===== config.mk =====
export PLATFORM = sky130hd
export DESIGN_NAME = spi_flash_rd_ctrl
export DESIGN_NICKNAME = d
export VERILOG_FILES = /design/src/rtl/spi_flash_rd_ctrl.sv
export SDC_FILE = /design/constraint.sdc
export NUM_CORES = 1
export LEC_CHECK = 0
export BUFFER_PORTS_ARGS = -buffer_cell sky130_fd_sc_hd__buf_2
export CORE_ASPECT_RATIO = 0.9
export CORE_MARGIN = 8
export CORE_UTILIZATION = 57
export CTS_CLUSTER_SIZE = 28
export DETAILED_ROUTE_END_ITERATION = 7
export HOLD_SLACK_MARGIN = 0.06
export PLACE_DENSITY_LB_ADDON = 0.2
export SYNTH_ARGS = -nofsm -noshare
export SYNTH_HDL_FRONTEND = slang
export SYNTH_SLANG_ARGS = --single-unit

===== constraint.sdc =====
create_clock -name clock -period 2.03 [get_ports clock]
set_input_delay 0.3045 -clock clock [delete_from_list [all_inputs] [get_ports clock]]
set_output_delay 0.3045 -clock clock [all_outputs]
set_load 0.01 [all_outputs]

===== src/rtl/spi_flash_rd_ctrl.sv =====
// SPI NOR flash read sequencer: issues one READ (0x03) + address per request, clocks in
// eight bytes in SPI mode 0 and returns them little-endian on a valid/ready channel.
module spi_flash_rd_ctrl #(
    parameter int unsigned CLK_DIV = 2,
    parameter int unsigned CS_IDLE = 4,
    parameter int unsigned ADDR_W  = 24
) (
    input  logic              clock,
    input  logic              reset,
    input  logic              req_valid,
    output logic              req_ready,
    input  logic [ADDR_W-1:0] req_addr,
    input  logic              req_cs,
    output logic              rsp_valid,
    input  logic              rsp_ready,
    output logic [63:0]       rsp_data,
    output logic              spi_flash_clk,
    output logic [1:0]        spi_flash_cs,
    output logic              spi_flash_mosi,
    input  logic              spi_flash_miso
);
    localparam int unsigned HDR_W  = 8 + ADDR_W;
    localparam int unsigned NBITS  = HDR_W + 64;
    localparam int unsigned BIT_W  = $clog2(NBITS + 1);
    localparam int unsigned DIV_W  = (CLK_DIV > 1) ? $clog2(CLK_DIV) : 1;
    localparam int unsigned IDLE_W = (CS_IDLE > 0) ? $clog2(CS_IDLE + 1) : 1;

    localparam logic [DIV_W-1:0]  DIV_LAST  = DIV_W'(CLK_DIV - 1);
    localparam logic [BIT_W-1:0]  LAST_BIT  = BIT_W'(NBITS - 1);
    localparam logic [IDLE_W-1:0] IDLE_INIT = IDLE_W'(CS_IDLE);

    typedef enum logic [1:0] {IDLE, SHIFT, RESP} state_t;

    state_t            state, state_d;
    logic [IDLE_W-1:0] idle_cnt, idle_cnt_d;
    logic [DIV_W-1:0]  div_cnt, div_cnt_d;
    logic [BIT_W-1:0]  bit_cnt, bit_cnt_d;
    logic [HDR_W-1:0]  tx, tx_d;
    logic [63:0]       rx, rx_d, rx_le;
    logic              sck_d, req_ready_d, rsp_valid_d;
    logic [1:0]        cs_d;
    logic [63:0]       rsp_data_d;
    logic              accept, phase_end, shift_done;

    assign accept         = (state == IDLE) && req_valid && req_ready;
    assign phase_end      = (div_cnt == DIV_LAST);
    assign shift_done     = (state == SHIFT) && spi_flash_clk && phase_end && (bit_cnt == LAST_BIT);
    // TX drains to zero during the data phase, so MOSI idles low without extra muxing.
    assign spi_flash_mosi = tx[HDR_W-1];

    // First byte on the wire sits in rx[63:56]; it belongs in the lowest response byte.
    always_comb begin
        rx_le = '0;
        for (int unsigned k = 0; k < 8; k++) begin
            rx_le[8*k +: 8] = rx[56 - 8*k +: 8];
        end
    end

    always_ff @(posedge clock) begin
        if (reset) begin
            state <= IDLE;
        end else begin
            state <= state_d;
        end
    end

    always_comb begin
        state_d = state;
        unique case (state)
            IDLE:    if (accept)     state_d = SHIFT;
            SHIFT:   if (shift_done) state_d = RESP;
            RESP:    if (rsp_ready)  state_d = IDLE;
            default:                 state_d = IDLE;
        endcase
    end

    always_comb begin
        idle_cnt_d  = (idle_cnt != '0) ? idle_cnt - IDLE_W'(1) : '0;
        div_cnt_d   = div_cnt;
        bit_cnt_d   = bit_cnt;
        tx_d        = tx;
        rx_d        = rx;
        sck_d       = spi_flash_clk;
        cs_d        = spi_flash_cs;
        rsp_valid_d = rsp_valid;
        rsp_data_d  = rsp_data;
        unique case (state)
            IDLE: begin
                if (accept) begin
                    tx_d      = {8'h03, req_addr};
                    bit_cnt_d = '0;
                    div_cnt_d = '0;
                    sck_d     = 1'b0;
                    cs_d      = req_cs ? 2'b01 : 2'b10;
                end
            end
            SHIFT: begin
                if (!phase_end) begin
                    div_cnt_d = div_cnt + DIV_W'(1);
                end else begin
                    div_cnt_d = '0;
                    if (!spi_flash_clk) begin
                        sck_d = 1'b1;
                        rx_d  = {rx[62:0], spi_flash_miso};
                    end else begin
                        sck_d     = 1'b0;
                        tx_d      = {tx[HDR_W-2:0], 1'b0};
                        bit_cnt_d = bit_cnt + BIT_W'(1);
                        if (bit_cnt == LAST_BIT) begin
                            cs_d        = '1;
                            rsp_valid_d = 1'b1;
                            rsp_data_d  = rx_le;
                            idle_cnt_d  = IDLE_INIT;
                        end
                    end
                end
            end
            RESP: begin
                if (rsp_ready) rsp_valid_d = 1'b0;
            end
            default: ;
        endcase
        req_ready_d = (state_d == IDLE) && (idle_cnt_d == '0);
    end

    always_ff @(posedge clock) begin
        if (reset) begin
            idle_cnt      <= IDLE_INIT;
            div_cnt       <= '0;
            bit_cnt       <= '0;
            tx            <= '0;
            rx            <= '0;
            spi_flash_clk <= 1'b0;
            spi_flash_cs  <= '1;
            req_ready     <= 1'b0;
            rsp_valid     <= 1'b0;
            rsp_data      <= '0;
        end else begin
            idle_cnt      <= idle_cnt_d;
            div_cnt       <= div_cnt_d;
            bit_cnt       <= bit_cnt_d;
            tx            <= tx_d;
            rx            <= rx_d;
            spi_flash_clk <= sck_d;
            spi_flash_cs  <= cs_d;
            req_ready     <= req_ready_d;
            rsp_valid     <= rsp_valid_d;
            rsp_data      <= rsp_data_d;
        end
    end

endmodule

==> impl_results.md <==
- WP buf/inv: 1
- Peak VDD IR: just under 600 uV
- Max-cap violations: 0
- Layout cells sized above 1: 17.9%
- Hold_sp: spi_flash_miso
- RSZ-0062 raised after global routing: no
- Final setup fails: 0
- Yosys warns: 0
- CP required: between 2000 and 2500 ps
- Clk sinks: roughly 180
- Clock Skew: 4.87 ps
- CP endpoint kind: flop
- Cell with the most instances after synthesis: nand2_1
- Setup bufs post-CTS: 0
- Sequential share of the synthesized area: 51.1%
- Area delta synth->final: 17.4%
- Final Slew Violations: 0
- GPL Wtd Cong: between 0.7 and 0.8
- Via count: ~5,600
- Drt first-iter violations: between 500 and 600
- Drt drc: 0
- # IOs: 100
- Leading area contributor after synthesis: dfxtp_1
- Die Span X: approximately 130 um
- Hold buffers post-CTS: 0
- Synthesized cell area: 0.00697 mm^2
- Hold depth: 3
- Core box area: approximately 0.012 mm^2
- Grt total ovfl: 0
- Leakage: ~0.0031 uW
- Total track usage: between 10% and 20%
- Vias/cell: about 5.4
- Number of global-route vias before repair: around 5,500
- Critical path's top delay family: simple AND/OR/NAND/NOR gates
- Initial antenna violation count: 0
- Fin. Hold Viols: 0
- Syn Nets: 831
- Total CTS buffers: 17
- Max FO, Critical Path: 30
- Routed WL: 15,100 um
- Arrival time at the worst endpoint: approximately 2200 ps
- Die area: between 0.015 and 0.02 mm^2
- Synth Register Bits: 178
- Distinct cells, synth: 35
- Post-synth EDFFs: 0
- Initial Util: between 50% and 60%
- Routed Antenna Nets: 0
- Minimum hold slack: 133 ps
- Reg clk slew, reported paths: about 60 ps
- Root buffer cell: clkbuf_16
- CP max-delay cell: dfxtp_1
- Post-CTS sizing: 0
- H-tree Lvls: 4
- Minimum clock period: ~1900 ps
- Global-route wire length before repair: 25,200 um
- Crit Path Class: reg -> reg
- Crit Reg-Reg Endpoint: rsp_data[28]
- DR pass1 iterations: 5
- Slew HR: roughly 70%
- Worst-margin pin slew: between 400 and 500 ps
- HP Class: in -> reg
- Syn Inst Count: between 700 and 800
- Mapped Avg Cell Area: ~8.7 um^2
- IO Port Bufs: 99
- Fin worst setup slack: approximately 180 ps
- CP max stage delay: around 380 ps
- Flop-to-flop setup slack: roughly 180 ps
- Post-DP HPWL: roughly 9800 um
- Worst path cell trace: ha_1, and3b_1, and3_4, buf_12, mux2i_1
- Setup TNS: 0 ps
- Synth cell count leaders: 269 x nand2_1, 178 x dfxtp_1, 90 x mux2i_1
- Layout net count: 899
- Clock Latency Late Sink: ~420 ps
- DR WL/cell: ~15 um
- Run status: complete, no violations
- Reg2reg start: bit_cnt[0]
- Num rows: 38
- Final Cycle Share: around nine tenths
- Asr flop ratio synth: 0%
- R2R cell count: 5
- WHS Endpoint: rx[0]
- Synth top area share: 51.1%
- Pre-CTS setup slack: 200 ps
- CTS tree: done
- Synth top area cells: dfxtp_1 51%, nand2_1 14%, mux2i_1 13%
- Pwr/cell area: between 800 and 900 mW/mm^2
- Maximum clock insertion buffer count: 2
- Largest net degree at the start of global routing: 93
- Die Y: 121 um
- Maximum clock frequency: around 540 MHz
- Top FF cell, synth: dfxtp_1
- Antenna diodes: 0
- Startpoint types: flop
==> power by group <==
| part | total [uW] | switching [uW] | leakage (uW) | internal [uW] |
|---|---|---|---|---|
| Combinational | 344 | 204 | 0.00138 | 140 |
| Clock | 3430 | 1300 | 0.000311 | 2130 |
| Sequential | 3590 | 40.6 | 0.00144 | 3550 |
==> layout by cell type, fill, tap and decap left out, types with 2 or more instances in the layout <==
master / instances
nor4bb_4: 2
nor3_1: 23
clkbuf_16: 17
ha_1: 3
o21ai_0: 4
nand3_1: 17
mux2i_1: 90
o31ai_1: 2
clkinvlp_4: 2
o221a_2: 2
dfxtp_1: 178
buf_4: 14
nand2_1: 269
clkinv_2: 4
o2111ai_1: 4
nor2_1: 5
a21oi_1: 78
buf_2: 98
buf_12: 4
or3_1: 6
nand2b_1: 4
nor4_1: 2
bufinv_16: 3
a211oi_1: 24
inv_1: 3
o311ai_0: 2
clkbuf_8: 6
==> worst max-delay path by stage <==
stage	start	end	slack (ps)	cells after the start
after floorplan	bit_cnt[0]	idle_cnt[2]	420	6
after global routing	state[0]	spi_flash_cs[1]	30	4
after detailed placement	bit_cnt[0]	rsp_data[38]	200	5
after CTS	bit_cnt[0]	rsp_data[28]	180	5
after global placement	bit_cnt[0]	rsp_data[51]	300	5
final	bit_cnt[0]	rsp_data[28]	180	5
==> metal layers <==
layer	share of wire, %	GRT usage, %
met5	0	0
met2	49	31.3
met4	1.1	7.30
met3	5.4	5.55
met1	45	22.3
==> logic make-up after synthesis <==
| family | after synthesis | share of synthesized area [%] |
|---|---|---|
| flip-flops | 178 | 51.1 |
| buffers and inverters | 71 | 5.20 |
| adder cells (fa/ha/maj) | 3 | 0.538 |
| AND/OR/NAND/NOR | 338 | 20.2 |
| multiplexers | 90 | 12.9 |
| AO/OA/AOI/OAI | 118 | 10.0 |
==> per-stage QoR <==
stage               power, uW  instance area [um^2]  instances  util, %
floorplan                3900                  6970        798        -
global placement         3990                  7550       1007     63.1
detailed placement       4010                  7550       1007     63.1
CTS                      7410                  8190       1039     68.3
global route             7590                  8190       1039     68.3
finish                   7360                  8190       1039     68.3
==> area by class of cell <==
cell class                 instances  area [um^2]
fill                            1001         3790
sequential                       178         3560
multi-input combinational        549         3100
timing repair buffer             116          676
clock buffer                      23          508
tap                              160          200
clock inverter                     9          125
inverter                           4         17.5
==> sequential cells by signal, indices dropped and copies added (netlist names) <==
| name | count |
|---|---|
| spi_flash_cs | 2 |
| rx | 64 |
| spi_flash_clk | 1 |
| state | 2 |
| idle_cnt | 3 |
| bit_cnt | 7 |
| tx | 32 |
| rsp_valid | 1 |
| rsp_data | 64 |
| req_ready | 1 |
| div_cnt | 1 |
==> worst reg2reg max path: cells and delay by family (launching register included) <==
family	cells	cell delay (ps)
flip-flops	1	380
adder cells (fa/ha/maj)	1	230
multiplexers	1	260
buffers and inverters	1	270
AND/OR/NAND/NOR	2	630
Power figures use the tool's default switching activity.
